$ cat config.mk
export PLATFORM = sky130hd
export DESIGN_NAME = bcd2bin_seq
export DESIGN_NICKNAME = d
export VERILOG_FILES = /design/src/rtl/bcd2bin_seq.sv
export SDC_FILE = /design/constraint.sdc
export NUM_CORES = 1
export LEC_CHECK = 0
export BUFFER_PORTS_ARGS = -buffer_cell sky130_fd_sc_hd__clkbuf_2
export CORE_MARGIN = 2
export CORE_UTILIZATION = 51
export CTS_BUF_LIST = sky130_fd_sc_hd__clkbuf_8 sky130_fd_sc_hd__clkbuf_16
export DETAILED_ROUTE_END_ITERATION = 10
export MAX_ROUTING_LAYER = met4
export PLACE_DENSITY = 0.79
export REMOVE_ABC_BUFFERS = 1
export SLEW_MARGIN = 20
export SYNTH_ARGS = -nofsm -noshare
export SYNTH_HDL_FRONTEND = slang
export SYNTH_SLANG_ARGS = --single-unit
$ cat constraint.sdc
create_clock -name i_clk -period 1.5 [get_ports i_clk]
set_input_delay 0 -clock i_clk [delete_from_list [all_inputs] [get_ports i_clk]]
set_output_delay 0 -clock i_clk [all_outputs]
set_load 0.01 [all_outputs]
$ cat src/rtl/bcd2bin_seq.sv
// Sequential 4-digit BCD-to-binary converter using reverse double-dabble.
// Each clock performs one shift/correct step; start/ready/done_tick handshake.
module bcd2bin_seq (
  input  logic        i_clk,
  input  logic        i_reset,
  input  logic        i_start,
  input  logic [3:0]  i_bcd3,
  input  logic [3:0]  i_bcd2,
  input  logic [3:0]  i_bcd1,
  input  logic [3:0]  i_bcd0,
  output logic        o_ready,
  output logic        o_done_tick,
  output logic [13:0] o_bin,
  output logic        o_err
);

  typedef enum logic [1:0] {
    IDLE = 2'b00,
    OP   = 2'b01,
    DONE = 2'b10
  } state_t;

  state_t      state_r;
  logic [15:0] bcd_r;
  logic [13:0] bin_r;
  logic [3:0]  n_r;

  logic [15:0] bcd_shift_s;
  logic [15:0] bcd_next_s;
  logic [13:0] bin_next_s;
  logic        digits_ok_s;

  // A shifted digit that was odd picked up 8 from the digit above; taking 3 off
  // turns that borrowed "10" back into the 5 it is worth after halving.
  function automatic logic [3:0] dabble_down(input logic [3:0] d);
    if (d >= 4'd8) begin
      return d - 4'd3;
    end else begin
      return d;
    end
  endfunction

  function automatic logic digit_ok(input logic [3:0] d);
    return (d <= 4'd9);
  endfunction

  // Next-step datapath: shift the {bcd,bin} pair right, then correct each digit.
  always_comb begin
    bcd_shift_s = {1'b0, bcd_r[15:1]};
    bin_next_s  = {bcd_r[0], bin_r[13:1]};
    bcd_next_s  = 16'h0000;
    for (int i = 0; i < 4; i++) begin
      bcd_next_s[4*i +: 4] = dabble_down(bcd_shift_s[4*i +: 4]);
    end
    digits_ok_s = digit_ok(i_bcd3) && digit_ok(i_bcd2) &&
                  digit_ok(i_bcd1) && digit_ok(i_bcd0);
  end

  // Control FSM and registered outputs.
  always_ff @(posedge i_clk or posedge i_reset) begin
    if (i_reset) begin
      state_r     <= IDLE;
      bcd_r       <= 16'h0000;
      bin_r       <= 14'd0;
      n_r         <= 4'd0;
      o_ready     <= 1'b1;
      o_done_tick <= 1'b0;
      o_bin       <= 14'd0;
      o_err       <= 1'b0;
    end else begin
      case (state_r)
        IDLE: begin
          o_done_tick <= 1'b0;
          if (i_start) begin
            o_ready <= 1'b0;
            if (digits_ok_s) begin
              bcd_r   <= {i_bcd3, i_bcd2, i_bcd1, i_bcd0};
              bin_r   <= 14'd0;
              n_r     <= 4'd13;
              state_r <= OP;
            end else begin
              // Bad digit: report straight away without spending OP cycles.
              bcd_r       <= 16'h0000;
              bin_r       <= 14'd0;
              n_r         <= 4'd0;
              o_bin       <= 14'd0;
              o_err       <= 1'b1;
              o_done_tick <= 1'b1;
              state_r     <= DONE;
            end
          end else begin
            o_ready <= 1'b1;
          end
        end
        OP: begin
          bcd_r   <= bcd_next_s;
          bin_r   <= bin_next_s;
          o_ready <= 1'b0;
          if (n_r == 4'd0) begin
            o_bin       <= bin_next_s;
            o_err       <= 1'b0;
            o_done_tick <= 1'b1;
            state_r     <= DONE;
          end else begin
            n_r         <= n_r - 4'd1;
            o_done_tick <= 1'b0;
          end
        end
        DONE: begin
          o_done_tick <= 1'b0;
          o_ready     <= 1'b1;
          state_r     <= IDLE;
        end
        default: begin
          o_done_tick <= 1'b0;
          o_ready     <= 1'b1;
          state_r     <= IDLE;
        end
      endcase
    end
  end

endmodule

After elaboration in Yosys (flattened, before gate mapping). Cells that the tools add are included.

Add/sub/neg operators: 4. Magnitude comparators: 7. Equal/unequal tests: 5. Mux-type cells: 30. Reductions and logical operators: 10.

Operators by type and width (number): $mux 14 (4); $pmux 14 s2 (2); $mux 16 (2); $pmux 16 s2 (1); $mux 4 (6); $le 4x4->1 const B (4); $ge 4x4->1 const B (3); $sub 4x2->4 const B (3); $ne 2x2->1 const B (4); $pmux 4 s2 (1); $mux 1 (7); $mux 2 (3); $pmux 1 s2 (3); $logic_not 4->1 (1); $pmux 2 s2 (1); $reduce_and 2->1 (2); $reduce_and 4->1 (1); $sub 4x1->4 const B (1); $logic_and 1x1->1 (3); $reduce_and 3->1 (1); $eq 2x1->1 const B (1); $logic_not 2->1 (1); $reduce_bool 2->1 (1).

Register bits after elaboration: 53. Input port bits: 19. Output and inout bits: 17. Word-level logic and storage cells: 64.

Depth between registers and ports, before layout.
Depth in word-level cells: 7. Depth in mapped cells: 7.

Worst setup path before layout. No wires, ideal clock.

Kind: register to register. Start: register n_r[0]. End: register o_err. Data arrival time: 1395 ps. Setup slack: -13 ps. Stages on the path, launching flop included: 7. Buffers on the path: 1. Period minus slack after synthesis: 1513 ps. Path through: dfrtp_1 > inv_1 > ha_1 > nor3b_4 > nand2_2 > buf_2 > a21o_1.

Longest elaborated chain between the ends: 3.

RTL lines: start: declaration (RTL line 26) `logic [3:0] n_r;`; start signal: assignment (RTL line 105) `n_r <= n_r - 4'd1;`; $logic_not 4->1 (RTL line 99) `if (n_r == 4'd0) begin`; $ne 2x2->1 (no line); $reduce_and 4->1 (no line); end signal: assignment (RTL line 69) `o_err <= 1'b0;`; end signal: assignment (RTL line 87) `o_err <= 1'b1;`; end signal: assignment (RTL line 101) `o_err <= 1'b0;`; end: declaration (RTL line 14) `output logic o_err`.

Every way passes these cells. A chain may end at the register's enable or synchronous reset.

Worst setup path after layout.
Start: register n_r[0]. End: register n_r[3].

Longest elaborated chain between the ends: 3.

RTL lines (RTL line): $sub 4x1->4 / $logic_not 4->1 (equally long branches) (105, 99); $mux 4 / $ne 2x2->1 (equally long branches); $pmux 4 s2 / $reduce_and 3->1 (equally long branches).

Parallel ways exist; a longest one is shown, timed or not. The select of a mux whose other input is x is not followed.

==> results.txt <==
----------------------------------------------------
[Run status]
  Status ... finished, violations left
  Violated checks ... setup timing

[Synth]
  Async set or reset register ratio after synthesis ... between 90% and 100%
  Area share of the leading cell type in the synthesized netlist ... between 50% and 60%
  Post-Syn Instances ... approximately 220
  EDFF count, synth ... 0
  Synthesized area per cell ... about 11 sq um
  Most used flip-flop cell after synthesis ... sky130_fd_sc_hd__dfrtp_1
  Post-Synthesis Cell Area ... roughly 0.0024 sq mm
  Number of distinct library cell variants in the gate-level netlist after synthesis ... 32
  Share of the yosys chip area belonging to registers ... between 50% and 60%
  Most used standard cell by instance count after synthesis ... sky130_fd_sc_hd__dfrtp_1
  Yosys warnings ... 0
  Dominant cells by area after synthesis ... sky130_fd_sc_hd__dfrtp_1, sky130_fd_sc_hd__a22o_1, sky130_fd_sc_hd__nand2_1
  Area leader, netlist ... sky130_fd_sc_hd__dfrtp_1
  Post-synthesis register bit count ... 52
  Most frequent cells after synthesis ... sky130_fd_sc_hd__dfrtp_1, sky130_fd_sc_hd__nand2_1, sky130_fd_sc_hd__a22o_1

[Critical path]
  CP max-delay cell ... sky130_fd_sc_hd__dfrtp_1
  Ordered list of cells on the worst path ... inv_1 -> ha_2 -> nor3b_4 -> buf_4 -> nor2_1 -> a221o_1
  Critical Path End Type ... flip-flop
  Worst path max stage delay ... slightly below 0.4 ns
  Endpoint of the most critical register-to-register path ... n_r[3]$_DFFE_PP0P_
  Biggest fanout along the worst timing path ... 3
  Start-to-end type of the worst setup path ... flip-flop to flip-flop
  Launching element type of the critical path ... flip-flop
  Flop-to-flop setup slack ... -0.007 ns
  Launch point of the worst reg-to-reg path ... n_r[0]$_DFFE_PP0P_
  Number of buffer and inverter instances along the worst setup path ... 2
  WP data required ... 1.69 ns
  Worst Reg-to-Reg Cells ... 6
  Cell class contributing the biggest share of worst-path delay ... flip-flops
  Arrival time at the worst endpoint ... ~1.7 ns

[Detailed routing]
  Number of remaining DRC errors ... 0
  Number of nets still failing antenna checks after routing ... 0
  Avg WL per Cell ... between 15 and 20 um
  Number of search-and-repair iterations in the first detailed-routing pass ... 4
  Vias ... slightly below 2000
  Overall routed net length ... 5120 um
  Detail-routed via count per cell ... 5.71
  Drt first-iter violations ... between 100 and 150

[Die]
  I/O pins ... 36
  Initial core utilization ... between 50% and 60%
  Total die area ... 0.00536 sq mm
  Row count ... 25
  Area of the placeable core ... 0.00466 sq mm
  Floorplan die width ... about 73 um
  Die H ... about 73 um

[Global route]
  Pin count of the biggest net entering global routing ... between 40 and 50
  Number of global-route vias before repair ... roughly 1800
  Residual overflow from global routing ... 0
  Initial antenna violation count ... 0
  All-Layer GR Usage ... about a fifth
  Wire length of the first global-routing pass ... 8480 um

[Hold path]
  Hold path depth ... 3
  Tightest Hold Check Type ... input pin to flip-flop
  Worst hold endpoint ... state_r[1]$_DFFE_PP0P_
  Start point of the worst min-delay path ... i_start

[Cells and area]
  Number of nets in the final layout ... slightly above 300
  Final standard cell count with taps included and fillers excluded ... 340
  Post-synthesis to final-layout area growth ... 24.8%
  Count of antenna diodes in the layout ... 0
  Fraction of layout instances using a drive strength above 1 ... a little under a third
  Area of all sequential standard cells ... approximately 0.0013 sq mm
  Fillers ... between 300 and 400
  Footprint of the multi-input gates ... ~0.001 sq mm

[Timing]
  Final slew viol count ... 0
  Worst Hold Slack ... between 0.1 and 0.15 ns
  Worst Slack Setup Final ... -0.00737 ns
  Skew final ... ~0.0034 ns
  Measured slew at the worst slew-check pin ... between 0.4 and 0.5 ns
  Max-slew headroom ... around 70%
  Period utilisation layout ... 100%
  Final number of hold-violating endpoints ... 0
  RSZ-0062 raised after global routing ... yes
  Highest clock rate ... around 660 MHz
  Setup TNS ... -0.00737 ns
  Time the worst path needs with I/O delays and setup ... roughly 1.5 ns
  Final setup fails ... 1

[CTS]
  Root buffer selected by CTS ... sky130_fd_sc_hd__clkbuf_8
  Source-to-sink clock delay at the later pin of the worst-skew pair ... 0.30 ns
  Number of clock sinks seen by CTS ... between 50 and 60
  Clock-pin slew of the registers on the worst-case setup and hold paths ... around 0.09 ns
  CTS tree ... yes
  H-tree depth ... 2
  Maximum root-to-sink buffer count ... 2
  Number of buffers created by CTS ... 5

[Power and ir drop]
  VDD IR max ... roughly 0.60 mV
  Post-route total power ... 0.00351 W
  Static Leakage ... 1.45 nW
  Power density relative to cell area ... roughly 1200 mW/mm^2

[Placement]
  Final weighted congestion in routability-driven placement ... between 0.7 and 0.8
  Buffers on Ports ... 35
  Worst slack at placement ... -0.0685 ns
  HPWL after DPL ... around 3300 um
  Cell Count Post-Placement ... ~310

[Run]
  Max-cap check violation count ... 0

----------------------------------------------------
==> worst max-delay path by stage <==
stage | startpoint | cells after the start | slack, ns | end
2_1_floorplan | state_r[1]$_DFFE_PP0P_ | 4 | -0.38 | o_bin[13]$_DFFE_PP0P_
3_5_place_dp | n_r[0]$_DFFE_PP0P_ | 5 | -0.07 | o_err$_DFFE_PP0P_
4_1_cts | i_bcd1[2] | 6 | 0.01 | bcd_r[2]$_DFFE_PP0P_
6_report | n_r[0]$_DFFE_PP0P_ | 6 | -0.007 | n_r[3]$_DFFE_PP0P_
3_3_place_gp | n_r[0]$_DFFE_PP0P_ | 5 | -0.03 | o_err$_DFFE_PP0P_
5_1_grt | n_r[0]$_DFFE_PP0P_ | 6 | -0.09 | n_r[3]$_DFFE_PP0P_
==> flip-flops by register name, summed over array words and instances (netlist names) <==
| register | cells |
|---|---|
| n_r | 4 |
| o_err | 1 |
| o_done_tick | 1 |
| bcd_r | 16 |
| bin_r | 13 |
| o_bin | 14 |
| o_ready | 1 |
| state_r | 2 |
==> layout by cell type, fill, tap and decap left out, types with 4 or more instances in the layout <==
cell type,synthesis,routed
sky130_fd_sc_hd__ha_1,7,6
sky130_fd_sc_hd__nand2_2,4,8
sky130_fd_sc_hd__inv_1,11,11
sky130_fd_sc_hd__buf_4,3,12
sky130_fd_sc_hd__a221o_1,11,11
sky130_fd_sc_hd__a21o_1,5,5
sky130_fd_sc_hd__dlygate4sd3_1,0,17
sky130_fd_sc_hd__nor2_1,12,12
sky130_fd_sc_hd__o21ai_0,11,11
sky130_fd_sc_hd__o22ai_1,4,4
sky130_fd_sc_hd__a22o_1,17,17
sky130_fd_sc_hd__a21oi_1,7,6
sky130_fd_sc_hd__clkbuf_2,0,35
sky130_fd_sc_hd__dfrtp_1,51,51
sky130_fd_sc_hd__xnor2_1,6,6
sky130_fd_sc_hd__nand2_1,30,25
sky130_fd_sc_hd__clkbuf_8,0,5
sky130_fd_sc_hd__a21oi_2,10,11
==> per-stage QoR <==
step	instance area (sq um)	util [%]
floorplan	2350	-
global placement	2710	58.1
global route	3050	65.4
detailed placement	2710	58.1
CTS	3010	64.5
finish	3050	65.4
==> kinds of logic after synthesis <==
group | synth area share (%)
buffers and inverters | 5.58
and+or+nand+nor | 12.6
adders and majority gates | 3.59
muxes | 1.23
AOI/OAI and AO/OA | 21.6
DFF | 53.3
xor gates and xnor gates | 2.15
==> layout make-up <==
cell class / instances / area share (%)
timing repair buffer: 67 / 16.3
tap: 54 / 2.22
inverter: 12 / 1.48
clock inverter: 3 / 1.27
sequential: 52 / 42.7
multi-input combinational: 147 / 33.8
clock buffer: 5 / 2.26
==> tightest hold or removal path: cells and delay by family <==
family,cells,cell delay (ns)
AOI/OAI and AO/OA,1,0.11
buffers and inverters,1,0.10
and+or+nand+nor,1,0.19
==> layer usage <==
metal | vias up | global-route usage [%] | routed length (um)
met3 | 2 | 4.28 | 264
met4 | 0 | 5.14 | 19
met5 | - | - | 0
met1 | 965 | 26.9 | 2230
li1 | 912 | - | -
met2 | 63 | 33.8 | 2610
==> report_power, final <==
| part | switching (W) | leakage (nW) | internal (W) |
|---|---|---|---|
| Sequential | 0.000131 | 0.708 | 0.00153 |
| Clock | 0.000444 | 0.0593 | 0.000489 |
| Combinational | 0.000478 | 0.682 | 0.000438 |
| Total | 0.00105 | 1.45 | 0.00245 |
==> timing repair <==
item | 4_1_cts | 5_1_grt
hold endpoints to repair | 68 | 0
cloned | 0 | 0
resized for setup | 1 | 8
pin swaps | 0 | 1
setup buffers | 2 | 1
hold buffers | 17 | 0
endpoints found under the setup margin | 15 | 31
No activity file was read; power rests on OpenSTA's default activity.
